**config.mk**
```make
export PLATFORM = sky130hd
export DESIGN_NAME = uart_mode0_rx_fifo
export DESIGN_NICKNAME = d
export VERILOG_FILES = /design/src/rtl/uart_mode0_rx_fifo.sv
export SDC_FILE = /design/constraint.sdc
export NUM_CORES = 1
export LEC_CHECK = 0
export ABC_AREA = 1
export CORE_ASPECT_RATIO = 1.75
export CORE_MARGIN = 5
export CORE_UTILIZATION = 35
export CTS_BUF_LIST = sky130_fd_sc_hd__clkbuf_8
export DETAILED_ROUTE_END_ITERATION = 10
export PLACE_DENSITY_LB_ADDON = 0.12
export SYNTH_ARGS = -nofsm -noshare
export SYNTH_HDL_FRONTEND = slang
export SYNTH_SLANG_ARGS = --single-unit
```
**constraint.sdc**
```tcl
create_clock -name clk_rx -period 5.2 [get_ports clk_rx]
set_input_delay 1.04 -clock clk_rx [delete_from_list [all_inputs] [get_ports clk_rx]]
set_output_delay 1.04 -clock clk_rx [all_outputs]
set_load 0.005 [all_outputs]
```
**src/rtl/uart_mode0_rx_fifo.sv**
```systemverilog
// Synchronous (mode-0) serial receiver with a first-word-fall-through receive FIFO.
// Optional even-parity checking is enabled by defining UART_M0_RX_PARITY_EN.
module uart_mode0_rx_fifo #(
  parameter int DATA_W     = 8,
  parameter int FIFO_DEPTH = 4,
  parameter int LSB_FIRST  = 1
) (
  input  logic                        clk_rx,
  input  logic                        rst,
  input  logic                        ren,
  input  logic                        rxd,
  input  logic                        rd_en,
  input  logic                        clr_ovr,
  output logic [DATA_W-1:0]           data_out,
  output logic                        data_valid,
  output logic [$clog2(FIFO_DEPTH):0] fifo_count,
  output logic                        rx_done,
  output logic                        overrun,
  output logic                        parity_err
);

`ifdef UART_M0_RX_PARITY_EN
  localparam int FRAME_LEN = DATA_W + 1;
`else
  localparam int FRAME_LEN = DATA_W;
`endif
  localparam int CNT_W  = $clog2(FRAME_LEN);
  localparam int PTR_W  = $clog2(FIFO_DEPTH);
  localparam int FCNT_W = PTR_W + 1;
  localparam logic [CNT_W-1:0]  LAST_IDX = CNT_W'(FRAME_LEN - 1);
  localparam logic [FCNT_W-1:0] FULL_CNT = FCNT_W'(FIFO_DEPTH);

  typedef enum logic {IDLE, SHIFT} state_t;

  state_t             state;
  logic [CNT_W-1:0]   bit_cnt;
  logic [CNT_W-1:0]   cur_idx;
  logic [DATA_W-1:0]  shift_reg;
  logic [DATA_W-1:0]  word_nxt;
  logic [DATA_W-1:0]  frame_word;
  logic               commit;
  logic               par_ok;
  logic               good_commit;
  logic               full;
  logic               empty;
  logic               do_pop;
  logic               do_push;
  logic               ovr_set;
  logic [PTR_W-1:0]   wr_ptr;
  logic [PTR_W-1:0]   rd_ptr;
  logic [DATA_W-1:0]  mem [FIFO_DEPTH];
  int                 bit_pos;

  // Each sampled bit lands directly in its final data position, so the word
  // including the bit sampled on the commit edge is available combinationally.
  always_comb begin
    cur_idx  = (state == IDLE) ? '0 : bit_cnt;
    bit_pos  = (LSB_FIRST != 0) ? int'(cur_idx) : DATA_W - 1 - int'(cur_idx);
    word_nxt = shift_reg;
    for (int i = 0; i < DATA_W; i++) begin
      if (i == bit_pos) word_nxt[i] = rxd;
    end
  end

  assign commit = ren && (cur_idx == LAST_IDX);

`ifdef UART_M0_RX_PARITY_EN
  assign frame_word = shift_reg;
  assign par_ok     = ((^shift_reg) == rxd);
`else
  assign frame_word = word_nxt;
  assign par_ok     = 1'b1;
`endif

  assign good_commit = commit && par_ok;
  assign full        = (fifo_count == FULL_CNT);
  assign empty       = (fifo_count == '0);
  assign do_pop      = rd_en && !empty;
  assign do_push     = good_commit && (!full || do_pop);
  assign ovr_set     = good_commit && full && !do_pop;
  assign data_valid  = !empty;
  assign data_out    = empty ? '0 : mem[rd_ptr];

  always_ff @(posedge clk_rx or posedge rst) begin
    if (rst) begin
      state     <= IDLE;
      bit_cnt   <= '0;
      shift_reg <= '0;
    end else if (!ren) begin
      state   <= IDLE;
      bit_cnt <= '0;
    end else begin
      shift_reg <= word_nxt;
      if (cur_idx == LAST_IDX) begin
        state   <= IDLE;
        bit_cnt <= '0;
      end else begin
        state   <= SHIFT;
        bit_cnt <= cur_idx + 1'b1;
      end
    end
  end

  always_ff @(posedge clk_rx) begin
    if (do_push) mem[wr_ptr] <= frame_word;
  end

  // Pointers are PTR_W wide, so they wrap modulo the power-of-two depth.
  always_ff @(posedge clk_rx or posedge rst) begin
    if (rst) begin
      wr_ptr     <= '0;
      rd_ptr     <= '0;
      fifo_count <= '0;
      rx_done    <= 1'b0;
    end else begin
      if (do_push) wr_ptr <= wr_ptr + 1'b1;
      if (do_pop)  rd_ptr <= rd_ptr + 1'b1;
      case ({do_push, do_pop})
        2'b10:   fifo_count <= fifo_count + 1'b1;
        2'b01:   fifo_count <= fifo_count - 1'b1;
        default: fifo_count <= fifo_count;
      endcase
      rx_done <= do_push;
    end
  end

  always_ff @(posedge clk_rx or posedge rst) begin
    if (rst)          overrun <= 1'b0;
    else if (ovr_set) overrun <= 1'b1;
    else if (clr_ovr) overrun <= 1'b0;
  end

`ifdef UART_M0_RX_PARITY_EN
  always_ff @(posedge clk_rx or posedge rst) begin
    if (rst)                     parity_err <= 1'b0;
    else if (commit && !par_ok)  parity_err <= 1'b1;
    else if (clr_ovr)            parity_err <= 1'b0;
  end
`else
  assign parity_err = 1'b0;
`endif

endmodule

```
==> flow_metrics.py <==
metrics = {
    "yosys": {
        "netlist_area_um2": 2410,
        "yosysTopAreaCell": "edfxtp_1",
        "synth_top_area_share_pct": 39.8,
        "yosys_warnings": 0,
        "seq_area_frac_synth_pct": 61.6,
        "synth_area_leaders": "edfxtp_1 (40%), dfrtp_1 (22%), nor2_1 (6.4%)",
        "synth_area_per_cell_um2": 10.3,
        "synth_cell_types": 26,
        "syn_nets": 251,
        "synthCells": 234,
        "ys_ff_latch": 53,
    },
    "clock_network": {
        "clk_latency_ns": 0.31,
        "cts_hold_buf": 0,
        "ctsHtreeMaxLevel": 2,
        "cts.clk_slew.worst_paths_ns": 0.10,
        "cts-root-buf": "clkbuf_8",
        "post_cts_resized": 0,
        "cts_buffer_depth": 2,
        "post-cts-setup-buffer-count": 0,
        "cts_tree": "yes",
        "numCtsBuffers": 5,
        "clock-sinks": 53,
    },
    "worst_setup_path": {
        "required_ns": 4.16,
        "crit_chain": "inv_4 > o21ai_0 > a21oi_1 > clkdlybuf4s50_1",
        "critPathKind": "reg -> out",
        "max_stage_delay_ns": 0.76,
        "arrival_ns": 2.16,
        "worstPathMaxFanout": 18,
        "crit_slowest_cell": "dfrtp_1",
        "rrSetupSlack_ns": 2.82,
        "endpoint_kind": "output port",
        "startpoint_type": "flop",
    },
    "drt": {
        "wl_per_cell_um": 14.8,
        "viasPerCell": 4.59,
        "drtIter0Drc": 75,
        "ant_nets": 0,
        "postRouteWirelength_um": 5020,
        "drcViolationCount": 0,
        "first_pass_iters": 4,
        "vias": 1556,
    },
    "cells_and_area": {
        "finalInstanceArea_um2": 2770,
        "final_cell_mix": "nor2_1 (41), nand2_1 (40), edfxtp_1 (32), inv_1 (23), dfrtp_1 (21)",
        "diodes": 0,
        "nFillCells": 688,
        "stdcell_count": 339,
        "post-route-util_pct": 40.7,
        "layout_commonest_cell": "nor2_1",
        "areaGrowthSynthToFinish_pct": 14.8,
        "fin_nets": 271,
        "largest_reg_flops": 32,
        "drive_gt1_share_pct": 9.41,
    },
    "global_route": {
        "grt_pass1_wl_um": 7810,
        "grt_pass1_vias": 1505,
        "grt_usage_pct": 12.3,
        "antenna_found_initial": 0,
        "grt_max_degree": 22,
        "grt.overflow.total": 0,
    },
    "placed_design": {
        "io_buffers": 19,
        "place_area_um2": 2660,
        "place.gp.congestion": 0.749,
        "dp_hpwl_um": 3740,
        "placed_cells": 331,
    },
    "power": {
        "irDropWorstVdd_mv": 0.207,
        "p_per_area_nw_per_um2": 449,
        "pwr-share-comb_pct": 34.5,
        "power_frac_seq_pct": 43.1,
        "swShare_pct": 33.0,
        "power.switching_mw": 0.410,
        "power_leakage_nw": 1.19,
        "intPower_mw": 0.834,
        "power_frac_clock_pct": 22.4,
    },
    "floorplan": {
        "fp.dieW_um": 72.8,
        "rows": 40,
        "die_area_um2": 8730,
        "ios": 21,
        "die_h_um": 120,
        "core_area_um2": 6810,
        "initial_utilization_pct": 35.5,
    },
    "timing": {
        "maxSlewViolCount": 0,
        "finalHoldViolCount": 0,
        "slew-limit-headroom_pct": 42.4,
        "setup_viol": 0,
        "final.setup.tns_ns": 0,
        "min_period_ns": 3.20,
        "worst_slew_pin_slew_ns": 0.864,
        "fin_skew_ns": 0.00699,
        "rsz0062_at_grt": "no",
        "max_freq_mhz": 313,
        "period_share_pct": 61.5,
    },
    "flow_run": {
        "maxCapViolCount": 0,
    },
    "worst_hold_path": {
        "hp-class": "reg -> reg",
    },
    "status": {
        "outcome": "completed",
    },
}
[final cells by class]
class / count / area (um2) / area share (%)
clock inverters: 3 / 42.5 / 1.53
flip-flops and latches: 53 / 1490 / 53.6
well taps: 84 / 105 / 3.79
repair buffers: 19 / 190 / 6.86
clock buffers: 5 / 68.8 / 2.48
inverters: 26 / 101 / 3.66
multi-input cells: 149 / 777 / 28.0
[path summary, 6_finish.rpt]
path,start,end,cells past startpoint
max,rd_ptr[0]$_DFFE_PP0N_,data_out[2],4
max reg2reg,state$_DFF_PP0_,mem[1][4]$_DFFE_PP_,8
max in group asynchronous,rst,shift_reg[7]$_DFFE_PP0P_,2
min reg2reg,shift_reg[6]$_DFFE_PP0P_,shift_reg[6]$_DFFE_PP0P_,2
min,shift_reg[6]$_DFFE_PP0P_,shift_reg[6]$_DFFE_PP0P_,2
min in group asynchronous,rst,bit_cnt[0]$_DFF_PP0_,2
[power groups by stage]
stage	clock network [mW]	logic (mW)	registers, mW
global route	0.304	0.484	0.542
global placement	0	0.438	0.547
floorplan	0	0.286	0.512
CTS	0.288	0.443	0.537
finish	0.279	0.429	0.536
detailed placement	0	0.441	0.547
[per-stage QoR]
stage	power [mW]	setup WS (ns)	hold slack [ns]
3_3_place_gp	0.985	2.10	0.468
3_5_place_dp	0.988	2.05	0.469
5_1_grt	1.33	1.87	0.524
6_report	1.24	2.00	0.491
2_1_floorplan	0.798	3.16	0.449
4_1_cts	1.27	1.96	0.494
[layer usage]
layer | vias up | wire [um] | global-route usage (%)
li1 | 797 | - | -
met1 | 735 | 1920 | 13.1
met2 | 19 | 2860 | 22.6
met3 | 5 | 148 | 2.93
met4 | 0 | 89 | 4.85
met5 | - | 0 | 0
[cells in the mapped netlist, drive strengths merged]
| master | count |
|---|---|
| a21oi | 13 |
| a31oi | 3 |
| buf | 6 |
| clkinv | 1 |
| conb | 1 |
| dfrtp | 21 |
| edfxtp | 32 |
| fa | 1 |
| ha | 10 |
| inv | 25 |
| nand2 | 47 |
| nand3 | 4 |
| nor2 | 42 |
| nor3 | 1 |
| o21ai | 24 |
| o22ai | 1 |
| xor2 | 2 |
[worst max-delay path, delay by kind of cell, from the launching register on]
family,cells,cell delay [ns]
buf+inv,2,0.64
flops,1,0.76
compound gates,2,0.45
[cell families (layout without fill, tap and decap cells)]
family	count (synthesis)	count (layout)	share of synthesized area [%]
AO/OA/AOI/OAI	41	41	9.17
XOR/XNOR	2	2	0.726
adder cells (fa/ha/maj)	11	11	6.01
AND/OR/NAND/NOR	94	94	16.1
other	1	1	0.155
flip-flops	53	53	61.6
buffers and inverters	32	53	6.27
No activity file was read; power rests on OpenSTA's default activity.
